**src/rtl/ceil_div_seq.sv**
```systemverilog
// Sequential unsigned ceiling divider: radix-2 restoring, one quotient bit per clock.
// Define CEIL_DIV_SEQ_ASSERTS_EN to compile the built-in simulation checkers.
//
// state | meaning
// IDLE  | waiting for an operand pair, in_ready_o high
// BUSY  | WIDTH shift/subtract steps in progress
// DONE  | result held on the outputs until out_ready_i
module ceil_div_seq #(
  parameter int unsigned WIDTH = 32
) (
  input  logic             clk_i,
  input  logic             rst_ni,
  input  logic             in_valid_i,
  output logic             in_ready_o,
  input  logic [WIDTH-1:0] dividend_i,
  input  logic [WIDTH-1:0] divisor_i,
  output logic             out_valid_o,
  input  logic             out_ready_i,
  output logic [WIDTH-1:0] quotient_o,
  output logic             div_by_zero_o
);

  localparam int unsigned CNT_W = (WIDTH > 1) ? $clog2(WIDTH) : 1;

  localparam logic [1:0] IDLE = 2'd0;
  localparam logic [1:0] BUSY = 2'd1;
  localparam logic [1:0] DONE = 2'd2;

  logic [1:0]       state;
  logic [CNT_W-1:0] cnt;
  logic [WIDTH:0]   rem;
  logic [WIDTH-1:0] quo;
  logic [WIDTH-1:0] div;

  logic             in_hs;
  logic [WIDTH+1:0] shifted;
  logic             ge;
  logic [WIDTH:0]   rem_next;
  logic [WIDTH-1:0] quo_next;

  assign in_ready_o  = (state == IDLE);
  assign out_valid_o = (state == DONE);
  assign in_hs       = in_valid_i & in_ready_o;

  // quo starts as the dividend and shifts out MSB-first while quotient bits shift in
  always_comb begin
    shifted  = {rem, quo[WIDTH-1]};
    ge       = (shifted >= {2'b00, div});
    rem_next = ge ? (shifted[WIDTH:0] - {1'b0, div}) : shifted[WIDTH:0];
    quo_next = {quo[WIDTH-2:0], ge};
  end

  always_ff @(posedge clk_i or negedge rst_ni) begin
    if (!rst_ni) begin
      state         <= IDLE;
      cnt           <= '0;
      rem           <= '0;
      quo           <= '0;
      div           <= '0;
      quotient_o    <= '0;
      div_by_zero_o <= 1'b0;
    end else begin
      case (state)
        IDLE: begin
          if (in_hs) begin
            quo <= dividend_i;
            div <= divisor_i;
            rem <= '0;
            cnt <= '0;
            if (divisor_i == '0) begin
              state         <= DONE;
              quotient_o    <= '1;
              div_by_zero_o <= 1'b1;
            end else begin
              state         <= BUSY;
              div_by_zero_o <= 1'b0;
            end
          end
        end
        BUSY: begin
          rem <= rem_next;
          quo <= quo_next;
          cnt <= cnt + 1'b1;
          if (cnt == CNT_W'(WIDTH - 1)) begin
            state <= DONE;
            // floor quotient is all ones only for divisor 1, where the remainder is zero
            quotient_o <= quo_next + WIDTH'(rem_next != '0);
          end
        end
        DONE: begin
          if (out_ready_i) state <= IDLE;
        end
        default: state <= IDLE;
      endcase
    end
  end

`ifdef CEIL_DIV_SEQ_ASSERTS_EN
  if (WIDTH < 2 || WIDTH > 64) begin : g_width_chk
    $error("ceil_div_seq: WIDTH must be in 2..64");
  end

  logic [WIDTH-1:0] dividend_q;
  logic [WIDTH:0]   ceil_ref;

  always_ff @(posedge clk_i or negedge rst_ni) begin
    if (!rst_ni)    dividend_q <= '0;
    else if (in_hs) dividend_q <= dividend_i;
  end

  assign ceil_ref = ({1'b0, dividend_q} + {1'b0, div} - 1'b1) / {1'b0, div};

  a_hold_stable: assert property (@(posedge clk_i) disable iff (!rst_ni)
    out_valid_o && !out_ready_i |=> out_valid_o && $stable(quotient_o) && $stable(div_by_zero_o));

  a_ceil_result: assert property (@(posedge clk_i) disable iff (!rst_ni)
    out_valid_o && out_ready_i && !div_by_zero_o |-> ({1'b0, quotient_o} == ceil_ref));
`else
  // checker-free build: identical ports and cycle behaviour
`endif

endmodule

```
**config.mk**
```make
export PLATFORM = sky130hd
export DESIGN_NAME = ceil_div_seq
export DESIGN_NICKNAME = d
export VERILOG_FILES = /design/src/rtl/ceil_div_seq.sv
export SDC_FILE = /design/constraint.sdc
export NUM_CORES = 1
export LEC_CHECK = 0
export BUFFER_PORTS_ARGS = -buffer_cell sky130_fd_sc_hd__clkbuf_2
export CAP_MARGIN = 20
export CORE_MARGIN = 3
export CORE_UTILIZATION = 40
export CTS_BUF_LIST = sky130_fd_sc_hd__clkbuf_16
export CTS_CLUSTER_DIAMETER = 40
export DETAILED_ROUTE_END_ITERATION = 12
export PLACE_DENSITY_LB_ADDON = 0.05
export SYNTH_ARGS = -nofsm -noshare
export SYNTH_HDL_FRONTEND = slang
export SYNTH_SLANG_ARGS = --single-unit
```
**constraint.sdc**
```tcl
create_clock -name clk_i -period 10.7 [get_ports clk_i]
set_input_delay 0 -clock clk_i [delete_from_list [all_inputs] [get_ports clk_i]]
set_output_delay 0 -clock clk_i [all_outputs]
set_load 0.03 [all_outputs]
```
Word level (Yosys, flattened, before mapping). Index checks and enable logic that the tools add are counted.

Input bits: 68. Latch bits: 0. Memory bits (writable): 0. Memories kept: 0. Memory bits (read-only): 0. Output and inout port bits: 35. Word-level logic and storage cells: 44. Flip-flop bits (word level): 137.

Add/sub/neg operators: 3. Mux-type cells: 17. Bitwise gates (word level): 1. Shifts and indexed selects: 0. Order comparisons: 1. Divide/modulo/power cells: 0. Reduce and logical (&&, ||, !) cells: 8. Eq/ne operators: 7. $mul: 0.

Operators with widths (number): $mux 32 (4); $pmux 32 s2 (2); $mux 33 (2); $pmux 33 s2 (1); $ge 34x32->1 (1); $reduce_bool 33->1 (1); $sub 33x32->33 (1); $add 32x1->32 (1); $logic_not 32->1 (1); $pmux 5 s2 (1); $mux 2 (4); $ne 2x1->1 const B (3); $pmux 2 s3 (1); $add 5x1->5 const B (1); $eq 5x5->1 const B (1); $mux 5 (1); $reduce_and 2->1 (2); $reduce_and 4->1 (1); $reduce_and 3->1 (1); $eq 2x1->1 const B (1); $eq 2x2->1 const B (1); $logic_not 2->1 (1); $ne 2x2->1 const B (1); $reduce_bool 2->1 (1); 2 further kinds (2).

Logic depth before layout (Yosys ltp). Gate-level depths: netlist of run 1.

Depth after elaboration: 6. Depth in mapped cells: 22. Mapped depth without buffers: 22.

Least setup slack after synthesis of run 1. No wires, ideal clock.

Path type: register to register. Start: reg quo[31]. End: reg quotient_o[29]. Arrival time: 4.248 ns. Library setup time: 0.137 ns. Buffers on the path: 0. Required time: 10.563 ns. Period minus slack after synthesis: 4.385 ns. Stages on the path, launching flop included: 23. Path slack: 6.315 ns. Path through: dfrtp_1 inv_1 ha_1 inv_1 fa_1 a21o_1 a221o_2 a21oi_2 o21ai_1 xor2_1 or4_1 nor4_2 a41oi_1 nor4_2 nand4_1 ha_1 and3_1 nand2_1 nor4_1 nor2b_1 nand3_1 xor2_1 a21oi_1.

Cells in the longest elaborated chain, start to end: 6. Elaborated cells on any way between the ends: 7. Those cells by class: add/sub: 2; order compare: 1; mux: 3; reduce/logical: 1.

Ends and longest elaborated chain: from (decl) (line 32) `logic [WIDTH-1:0] quo;`; from (signal assigned) (line 66) `quo <= dividend_i;`; from (signal assigned) (line 82) `quo <= quo_next;`; $sub 33x32->33 or $ge 34x32->1 (tied branches) (line 49, 48); $mux 33 (line 49) `rem_next = ge ? (shifted[WIDTH:0] - {1'b0, div}) : shifted[WIDTH:0];`; $reduce_bool 33->1 (line 87) `quotient_o <= quo_next + WIDTH'(rem_next != '0);`; $add 32x1->32 * (line 87); $mux 32 * (line 84) `if (cnt == CNT_W'(WIDTH - 1)) begin`; $pmux 32 s2 * (line 63) `case (state)`; to (signal assigned) (line 87); to (decl) (line 19) `output logic [WIDTH-1:0] quotient_o,`.

Every way passes the cells marked *; elsewhere a longest branch is shown, timed or not. The select of a mux whose other input is x is not followed. A chain may end at the register's enable or synchronous reset.

Worst setup path after layout of run 1.
Start: reg rem[17]. End: reg quotient_o[31].

Cells in the longest elaborated chain, start to end: 6. Elaborated cells on any way between the ends: 7. Those cells by class: add/sub: 2; order compare: 1; mux: 3; reduce/logical: 1.

Ends and longest elaborated chain: from (decl) (line 31) `logic [WIDTH:0] rem;`; from (signal assigned) (line 81) `rem <= rem_next;`; $sub 33x32->33 or $ge 34x32->1 (tied branches) (line 49, 48); $mux 33 (line 49); $reduce_bool 33->1 (line 87); $add 32x1->32 * (line 87); $mux 32 * (line 84); $pmux 32 s2 * (line 63).

Marks and branches as above.

==> metrics.txt, run 1 <==
# TYPE chip_impl_metric gauge
chip_impl_info{name="outcome",value="complete, no violations"} 1
chip_impl_metric{name="place.port_buffers",unit=""} 102
chip_impl_metric{name="area_delta_synth_final",unit="%"} 24.3
chip_impl_metric{name="number_of_enable_type_register_cells_in_the_synthesized_netlist",unit=""} 0
chip_impl_metric{name="io_pins",unit=""} 103
chip_impl_info{name="holdCritPathClass",value="in2reg"} 1
chip_impl_metric{name="clock_skew",unit="ns"} 0.0158
chip_impl_metric{name="routedWlPerCell",unit="um"} 17.2
chip_impl_metric{name="core",unit="sq mm"} 0.0204
chip_impl_metric{name="gp_weighted_congestion",unit=""} 0.875
chip_impl_metric{name="post_synth_num_cell_types",unit=""} 61
chip_impl_metric{name="multi_input_comb_area",unit="sq mm"} 0.00463
chip_impl_metric{name="clock_transition_at_the_registers_of_the_reported_paths",unit="ns"} 0.07
chip_impl_metric{name="n_fill_cell",unit=""} 2018
chip_impl_metric{name="cp.arrival",unit="ns"} 6.28
chip_impl_metric{name="period_share",unit="%"} 55.4
chip_impl_info{name="crit_path_start_kind",value="flop"} 1
chip_impl_metric{name="seq_power_share",unit="%"} 26.0
chip_impl_metric{name="detail_route.vias_per_cell",unit=""} 5.30
chip_impl_metric{name="drt_iter0_markers",unit=""} 549
chip_impl_metric{name="achievable-frequency",unit="MHz"} 169
chip_impl_metric{name="power.share.clock",unit="%"} 19.8
chip_impl_metric{name="detailed_router_iteration_count_before_antenna_repair",unit=""} 4
chip_impl_metric{name="cellPowerDensity",unit="mW/mm^2"} 309
chip_impl_metric{name="share_of_post_route_cells_with_drive_strength_above_1",unit="%"} 14.6
chip_impl_info{name="clock-root-buffer",value="clkbuf_16"} 1
chip_impl_metric{name="synth-seq-area-share",unit="%"} 40.8
chip_impl_info{name="unrepaired_setup_endpoints_after_global_routing",value="no"} 1
chip_impl_metric{name="netlist_area",unit="sq mm"} 0.00839
chip_impl_metric{name="timing.final.crit_period",unit="ns"} 5.93
chip_impl_metric{name="worst_slew_pin_slew",unit="ns"} 0.826
chip_impl_info{name="yosysTopAreaCell",value="dfrtp_1"} 1
chip_impl_metric{name="hold_ws",unit="ns"} 0.0219
chip_impl_metric{name="setup-tns-final",unit="ns"} 0
chip_impl_metric{name="nNetsFinal",unit=""} 1209
chip_impl_metric{name="synth_cells",unit=""} 962
chip_impl_metric{name="p_leak",unit="uW"} 0.00459
chip_impl_metric{name="timing.max_slew.rel_slack",unit="%"} 45.0
chip_impl_metric{name="finalHoldViolCount",unit=""} 0
chip_impl_info{name="worst-setup-path-type",value="reg2reg"} 1
chip_impl_metric{name="comb_power_share",unit="%"} 54.2
chip_impl_metric{name="die_y",unit="um"} 151
chip_impl_metric{name="grt_max_degree",unit=""} 85
chip_impl_metric{name="clock_tree.htree_level_count",unit=""} 4
chip_impl_metric{name="critPathMaxFanout",unit=""} 24
chip_impl_metric{name="initial_utilization",unit="%"} 41.1
chip_impl_info{name="endpoint_kind",value="flop"} 1
chip_impl_metric{name="yosys_register_bits",unit=""} 137
chip_impl_metric{name="tritoncts.num_buffers",unit=""} 17
chip_impl_metric{name="internal_power",unit="uW"} 1720
chip_impl_info{name="synth_most_common_cell",value="nand2_1"} 1
chip_impl_metric{name="dp.final_hpwl",unit="mm"} 17.0
chip_impl_metric{name="worst_skew_pair.late_latency",unit="ns"} 0.43
chip_impl_metric{name="totalWireLength",unit="mm"} 23.8
chip_impl_metric{name="grt_pass1_wl",unit="mm"} 38.7
chip_impl_metric{name="ctsLongestPathBuffers",unit=""} 2
chip_impl_metric{name="postRouteAntennaNets",unit=""} 0
chip_impl_metric{name="antenna-diode-count",unit=""} 0
chip_impl_metric{name="irDropWorstVdd",unit="mV"} 0.185
chip_impl_metric{name="ys_warn_count",unit=""} 0
chip_impl_metric{name="via_count_of_the_first_global_routing_pass",unit=""} 7180
chip_impl_metric{name="setup_viol",unit=""} 0
chip_impl_metric{name="drcViolationCount",unit=""} 0
chip_impl_metric{name="die_w",unit="um"} 151
chip_impl_metric{name="clock_sink_count",unit=""} 137
chip_impl_info{name="cts_tree",value="done"} 1
chip_impl_metric{name="grt.total_usage",unit="%"} 21.6
chip_impl_info{name="synth_ff_type",value="dfrtp_1"} 1
chip_impl_metric{name="overflow_after_grt",unit=""} 0
chip_impl_metric{name="switching_share",unit="%"} 46.6
chip_impl_metric{name="vias",unit=""} 7347
chip_impl_metric{name="postSynth.asyncResetShare",unit="%"} 100
chip_impl_metric{name="floorplan.die_area",unit="sq mm"} 0.0228
chip_impl_metric{name="worstPathRequired",unit="ns"} 11.05
chip_impl_metric{name="finalMaxSlewViolations",unit=""} 0
chip_impl_metric{name="grt_antenna_before_repair",unit=""} 0
chip_impl_metric{name="switchingPower",unit="uW"} 1500
chip_impl_metric{name="sequential_cell_area",unit="sq mm"} 0.00343
chip_impl_metric{name="rows",unit=""} 52
chip_impl_metric{name="syn-mean-instance-area",unit="sq um"} 8.73
chip_impl_metric{name="worst-r2r-setup-slack",unit="ns"} 4.77
chip_impl_metric{name="syn-num-nets",unit=""} 1068
chip_impl_info{name="synth.top_cells.by_area",value="dfrtp_1, o21ai_0, nand2_1, mux2i_1, ha_1"} 1
chip_impl_metric{name="synth.top_cell.area_share",unit="%"} 40.8
chip_impl_metric{name="maxCapViolCount",unit=""} 0
chip_impl_info{name="post_synth_most_frequent_cells",value="nand2_1, dfrtp_1, o21ai_0"} 1
-- timing repair --
item | 4_1_cts | 5_1_grt
gates resized for setup | 0 | 0
hold endpoints to repair | 136 | 0
setup buffers | 0 | 0
hold buffers | 64 | 0
-- power groups by stage --
stage | logic, uW | registers [uW] | clock network [uW]
2_1_floorplan | 1290 | 806 | 0
3_3_place_gp | 1730 | 846 | 0
3_5_place_dp | 1710 | 848 | 0
4_1_cts | 1740 | 840 | 655
5_1_grt | 1950 | 866 | 675
6_report | 1750 | 840 | 638
-- path summary, 6_finish.rpt --
| check | start | end | cells past startpoint |
|---|---|---|---|
| setup / recovery | rem[17] | quotient_o[31] | 19 |
| hold / removal | dividend_i[31] | quo[31] | 3 |
| setup reg to reg | rem[17] | quotient_o[31] | 19 |
| hold reg to reg | quotient_o[2] | quotient_o[2] | 1 |
| max in group asynchronous | rst_ni | quo[17] | 3 |
| min in group asynchronous | rst_ni | div[18] | 2 |
-- kinds of logic after synthesis --
group                      synth area share, %
xor gates and xnor gates                  5.63
AOI/OAI and AO/OA                         19.5
muxes                                     6.74
buffers and inverters                     4.43
DFF                                       40.8
adders and majority gates                 5.75
and+or+nand+nor                           17.1
-- metal layers --
layer	GRT usage, %	vias to the layer above	share of wire [%]
met4	4.40	0	0.96
met2	32.2	133	44
met1	33.2	3501	52
met5	0	-	0
li1	-	3696	-
met3	3.44	17	3.1
-- cells in the final DEF, fill, tap and decap left out, types with 18 or more instances in the layout --
master / count
xnor2_1: 25
nor2_1: 59
nand3_1: 23
nand2_1: 141
inv_1: 43
nand4_1: 19
a21oi_1: 65
dfrtp_1: 137
o21ai_0: 116
dlygate4sd3_1: 64
a21o_1: 18
clkbuf_2: 101
ha_1: 37
xor2_1: 29
mux2i_1: 52
-- registers in the layout (all words and copies together), names as in the netlist --
| signal | cells |
|---|---|
| quotient_o | 32 |
| rem | 33 |
| div_by_zero_o | 1 |
| div | 32 |
| state | 2 |
| cnt | 5 |
| quo | 32 |
-- critical path, cell delays in order, from the launching register on --
cell	delay, ns
dfrtp_1	0.42
ha_1	0.44
nand4_1	0.24
nor4_1	0.45
and4_1	0.28
nor3_1	0.08
a31oi_4	0.58
buf_4	0.45
inv_1	0.33
o21ai_0	0.36
nor4_2	0.06
nand4_1	0.17
ha_1	0.22
and3_1	0.23
nand2_1	0.17
nor4_1	0.54
nor2b_1	0.38
nand3_1	0.14
xor2_1	0.16
a21oi_1	0.14
-- layout make-up --
type / instances / share of cell area, %
timing repair buffer: 174 / 11.9
clock buffer: 17 / 4.08
clock inverter: 15 / 1.99
tap: 270 / 3.24
sequential: 137 / 32.9
inverter: 43 / 1.55
multi-input combinational: 730 / 44.4
-- through the flow --
stage          worst slack, ns  total power [uW]  instances  util (%)  cell area [sq um]
6_report                  4.77              3230       1386      51.1              10400
5_1_grt                   4.24              3490       1386      51.1              10400
2_1_floorplan             6.31              2100        962         -               8390
3_5_place_dp              4.75              2560       1289      44.7               9130
4_1_cts                   4.73              3240       1385      50.9              10400
3_3_place_gp              4.84              2580       1289      44.7               9130
Power figures use the tool's default switching activity.
==> inputs of run 2 (changes only) <==
==> constraint.sdc (replaced) <==
create_clock -name clk_i -period 4.8 [get_ports clk_i]
set_input_delay 0 -clock clk_i [delete_from_list [all_inputs] [get_ports clk_i]]
set_output_delay 0 -clock clk_i [all_outputs]
set_load 0.03 [all_outputs]
==> run 2 against run 1 <==
Compared with the run above:
- routed wire length up 6.5%
- total power is 140% higher
- global-route usage increased by 0.73 points
- sequential share of layout area fell by 1.7 points
- sequential power is 120% higher
- first-iteration DRC count decreased by 4.7%
- via count grew 6.1%
- hold slack improved by 0.00075 ns
- highest routed layer unchanged
==> metrics.txt, run 2 (synthesis gave the netlist of run 1 again) <==
# TYPE chip_impl_metric gauge
chip_impl_metric{name="worst_slew_pin_slew",unit="ns"} 0.985
chip_impl_info{name="cts_tree",value="done"} 1
chip_impl_info{name="layout_commonest_cell",value="nand2_1"} 1
chip_impl_metric{name="drcViolationCount",unit=""} 0
chip_impl_metric{name="achievable-frequency",unit="MHz"} 216
chip_impl_metric{name="setup_viol",unit=""} 0
chip_impl_metric{name="drt_iter0_markers",unit=""} 523
chip_impl_metric{name="worst_skew_pair.late_latency",unit="ns"} 0.43
chip_impl_metric{name="clock_sink_count",unit=""} 137
chip_impl_metric{name="sequential_cell_area",unit="sq mm"} 0.00343
chip_impl_metric{name="n_fill_cell",unit=""} 1913
chip_impl_metric{name="maxCapViolCount",unit=""} 0
chip_impl_metric{name="cp.arrival",unit="ns"} 4.92
chip_impl_metric{name="period_share",unit="%"} 96.3
chip_impl_info{name="registers.top_by_ff_count",value="rem"} 1
chip_impl_metric{name="setup-tns-final",unit="ns"} 0
chip_impl_metric{name="tritoncts.num_buffers",unit=""} 17
chip_impl_metric{name="met2_track_utilization_from_global_routing",unit="%"} 33.5
chip_impl_metric{name="cellPowerDensity",unit="mW/mm^2"} 701
chip_impl_metric{name="rows",unit=""} 52
chip_impl_metric{name="grt_use_met1",unit="%"} 33.4
chip_impl_info{name="clock-root-buffer",value="clkbuf_16"} 1
chip_impl_metric{name="grt_antenna_before_repair",unit=""} 0
chip_impl_metric{name="clock_skew",unit="ns"} 0.0100
chip_impl_metric{name="irDropWorstVdd",unit="mV"} 0.361
chip_impl_metric{name="vias",unit=""} 7797
chip_impl_metric{name="dp.final_hpwl",unit="mm"} 18.0
chip_impl_metric{name="dp_worst_setup_slack",unit="ns"} -0.220
chip_impl_metric{name="die_y",unit="um"} 151
chip_impl_metric{name="core",unit="sq mm"} 0.0204
chip_impl_metric{name="initial_utilization",unit="%"} 41.1
chip_impl_metric{name="ctsLongestPathBuffers",unit=""} 2
chip_impl_metric{name="share_of_post_route_cells_with_drive_strength_above_1",unit="%"} 21.0
chip_impl_metric{name="multi_input_comb_area",unit="sq mm"} 0.00484
chip_impl_metric{name="setup_ws_post_layout",unit="ns"} 0.176
chip_impl_metric{name="timing.max_slew.rel_slack",unit="%"} 34.3
chip_impl_info{name="worst-setup-path-type",value="reg2reg"} 1
chip_impl_metric{name="via_count_of_the_first_global_routing_pass",unit=""} 7355
chip_impl_metric{name="io_pins",unit=""} 103
chip_impl_metric{name="max_reg_flops",unit=""} 33
chip_impl_metric{name="clock_tree.htree_level_count",unit=""} 4
chip_impl_metric{name="detailed_router_iteration_count_before_antenna_repair",unit=""} 5
chip_impl_info{name="endpoint_kind",value="flop"} 1
chip_impl_metric{name="grt.total_usage",unit="%"} 22.3
chip_impl_metric{name="finalMaxSlewViolations",unit=""} 0
chip_impl_metric{name="globalRouteMet3Util",unit="%"} 4.79
chip_impl_info{name="mostFrequentLayoutCells",value="nand2_1, dfrtp_1, o21ai_0"} 1
chip_impl_metric{name="finalHoldViolCount",unit=""} 0
chip_impl_metric{name="floorplan.die_area",unit="sq mm"} 0.0228
chip_impl_info{name="crit_path_start_kind",value="flop"} 1
chip_impl_metric{name="nNetsFinal",unit=""} 1266
chip_impl_info{name="grt.busiest_layer",value="met2"} 1
chip_impl_metric{name="dp.cells",unit=""} 1340
chip_impl_metric{name="finish.instance_area",unit="sq mm"} 0.0110
chip_impl_metric{name="dp_area",unit="sq mm"} 0.00951
chip_impl_metric{name="overflow_after_grt",unit=""} 0
chip_impl_metric{name="clock_transition_at_the_registers_of_the_reported_paths",unit="ns"} 0.06
chip_impl_info{name="outcome",value="complete, no violations"} 1
chip_impl_metric{name="grt_max_degree",unit=""} 101
chip_impl_metric{name="timing.final.crit_period",unit="ns"} 4.62
chip_impl_metric{name="postRouteAntennaNets",unit=""} 0
chip_impl_metric{name="routedWlPerCell",unit="um"} 17.6
chip_impl_metric{name="die_w",unit="um"} 151
chip_impl_metric{name="area_delta_synth_final",unit="%"} 31.0
chip_impl_metric{name="grt_pass1_wl",unit="mm"} 40.0
chip_impl_metric{name="gp_weighted_congestion",unit=""} 0.855
chip_impl_info{name="holdCritPathClass",value="in2reg"} 1
chip_impl_metric{name="critPathMaxFanout",unit=""} 3
chip_impl_metric{name="place.port_buffers",unit=""} 102
chip_impl_metric{name="antenna-diode-count",unit=""} 0
chip_impl_metric{name="worstPathRequired",unit="ns"} 5.09
chip_impl_metric{name="totalWireLength",unit="mm"} 25.4
chip_impl_metric{name="detail_route.vias_per_cell",unit=""} 5.40
chip_impl_metric{name="p_leak",unit="uW"} 0.00492
chip_impl_metric{name="instances_no_fill",unit=""} 1443
## run 2: changes by cell type in the layout (fill, tap and decap cells not counted), moves of 3 or more
cell	delta
bufinv_16	-3
nand2_1	-3
buf_4	+57
ha_1	-5
ha_4	+3
## run 2: metrics by stage
| stage | total power [uW] | hold WS, ns | util [%] |
|---|---|---|---|
| 2_1_floorplan | 4670 | -0.296 | - |
| 3_3_place_gp | 6080 | 0.127 | 46.6 |
| 3_5_place_dp | 6080 | 0.137 | 46.6 |
| 4_1_cts | 7490 | 0.00426 | 52.8 |
| 5_1_grt | 8280 | 0.0741 | 53.8 |
| 6_report | 7700 | 0.0227 | 53.8 |
## run 2: path summary, 6_finish.rpt
kind,cells after the start,from,slack [ns],endpoint
worst max-delay path,21,quo[31],0.18,quotient_o[25]
max in group asynchronous,3,rst_ni,3.34,quotient_o[10]
worst min-delay path,3,dividend_i[31],0.02,quo[31]
min in group asynchronous,2,rst_ni,0.21,div[20]
worst min register to register,1,quotient_o[5],0.50,quotient_o[5]
worst max register to register,21,quo[31],0.18,quotient_o[25]
## run 2: final cells by class
cell class                 instances  share of cell area [%]
multi-input combinational        730                    44.0
sequential                       137                    31.2
timing repair buffer             231                    15.0
clock buffer                      17                    3.87
tap                              270                    3.07
inverter                          43                    1.47
clock inverter                    15                    1.41
## run 2: power breakdown
part | internal (uW) | total [uW] | switching [uW]
Combinational | 1860 | 4530 | 2670
Clock | 695 | 1300 | 608
Sequential | 1530 | 1870 | 341
## run 2: routing by layer
metal / vias to the layer above / share of wire (%)
met2: 239 / 44
met1: 3726 / 49
met3: 25 / 5.5
li1: 3807 / -
met4: 0 / 1.2
met5: - / 0
## run 2: what timing repair did
item	in CTS	in global routing
buffers inserted	1	6
endpoints found under the setup margin	20	30
resized for setup	7	32
endpoints found under the hold margin	146	0
gates cloned	0	0
hold buffers	64	0
pin swaps	8	25
## run 2: critical path, stage by stage (launching register included)
cell,delay (ns)
dfrtp_1,0.39
inv_2,0.07
ha_4,0.12
inv_1,0.05
fa_2,0.39
a21o_1,0.23
a221o_2,0.42
a21oi_4,0.16
o21ai_2,0.11
xor2_1,0.18
or4_4,0.51
nor4_4,0.15
a41oi_2,0.16
nor4_2,0.30
nand4_1,0.18
buf_4,0.18
ha_4,0.15
buf_4,0.12
nand4_1,0.19
and3b_1,0.22
xnor2_1,0.15
a21oi_1,0.08
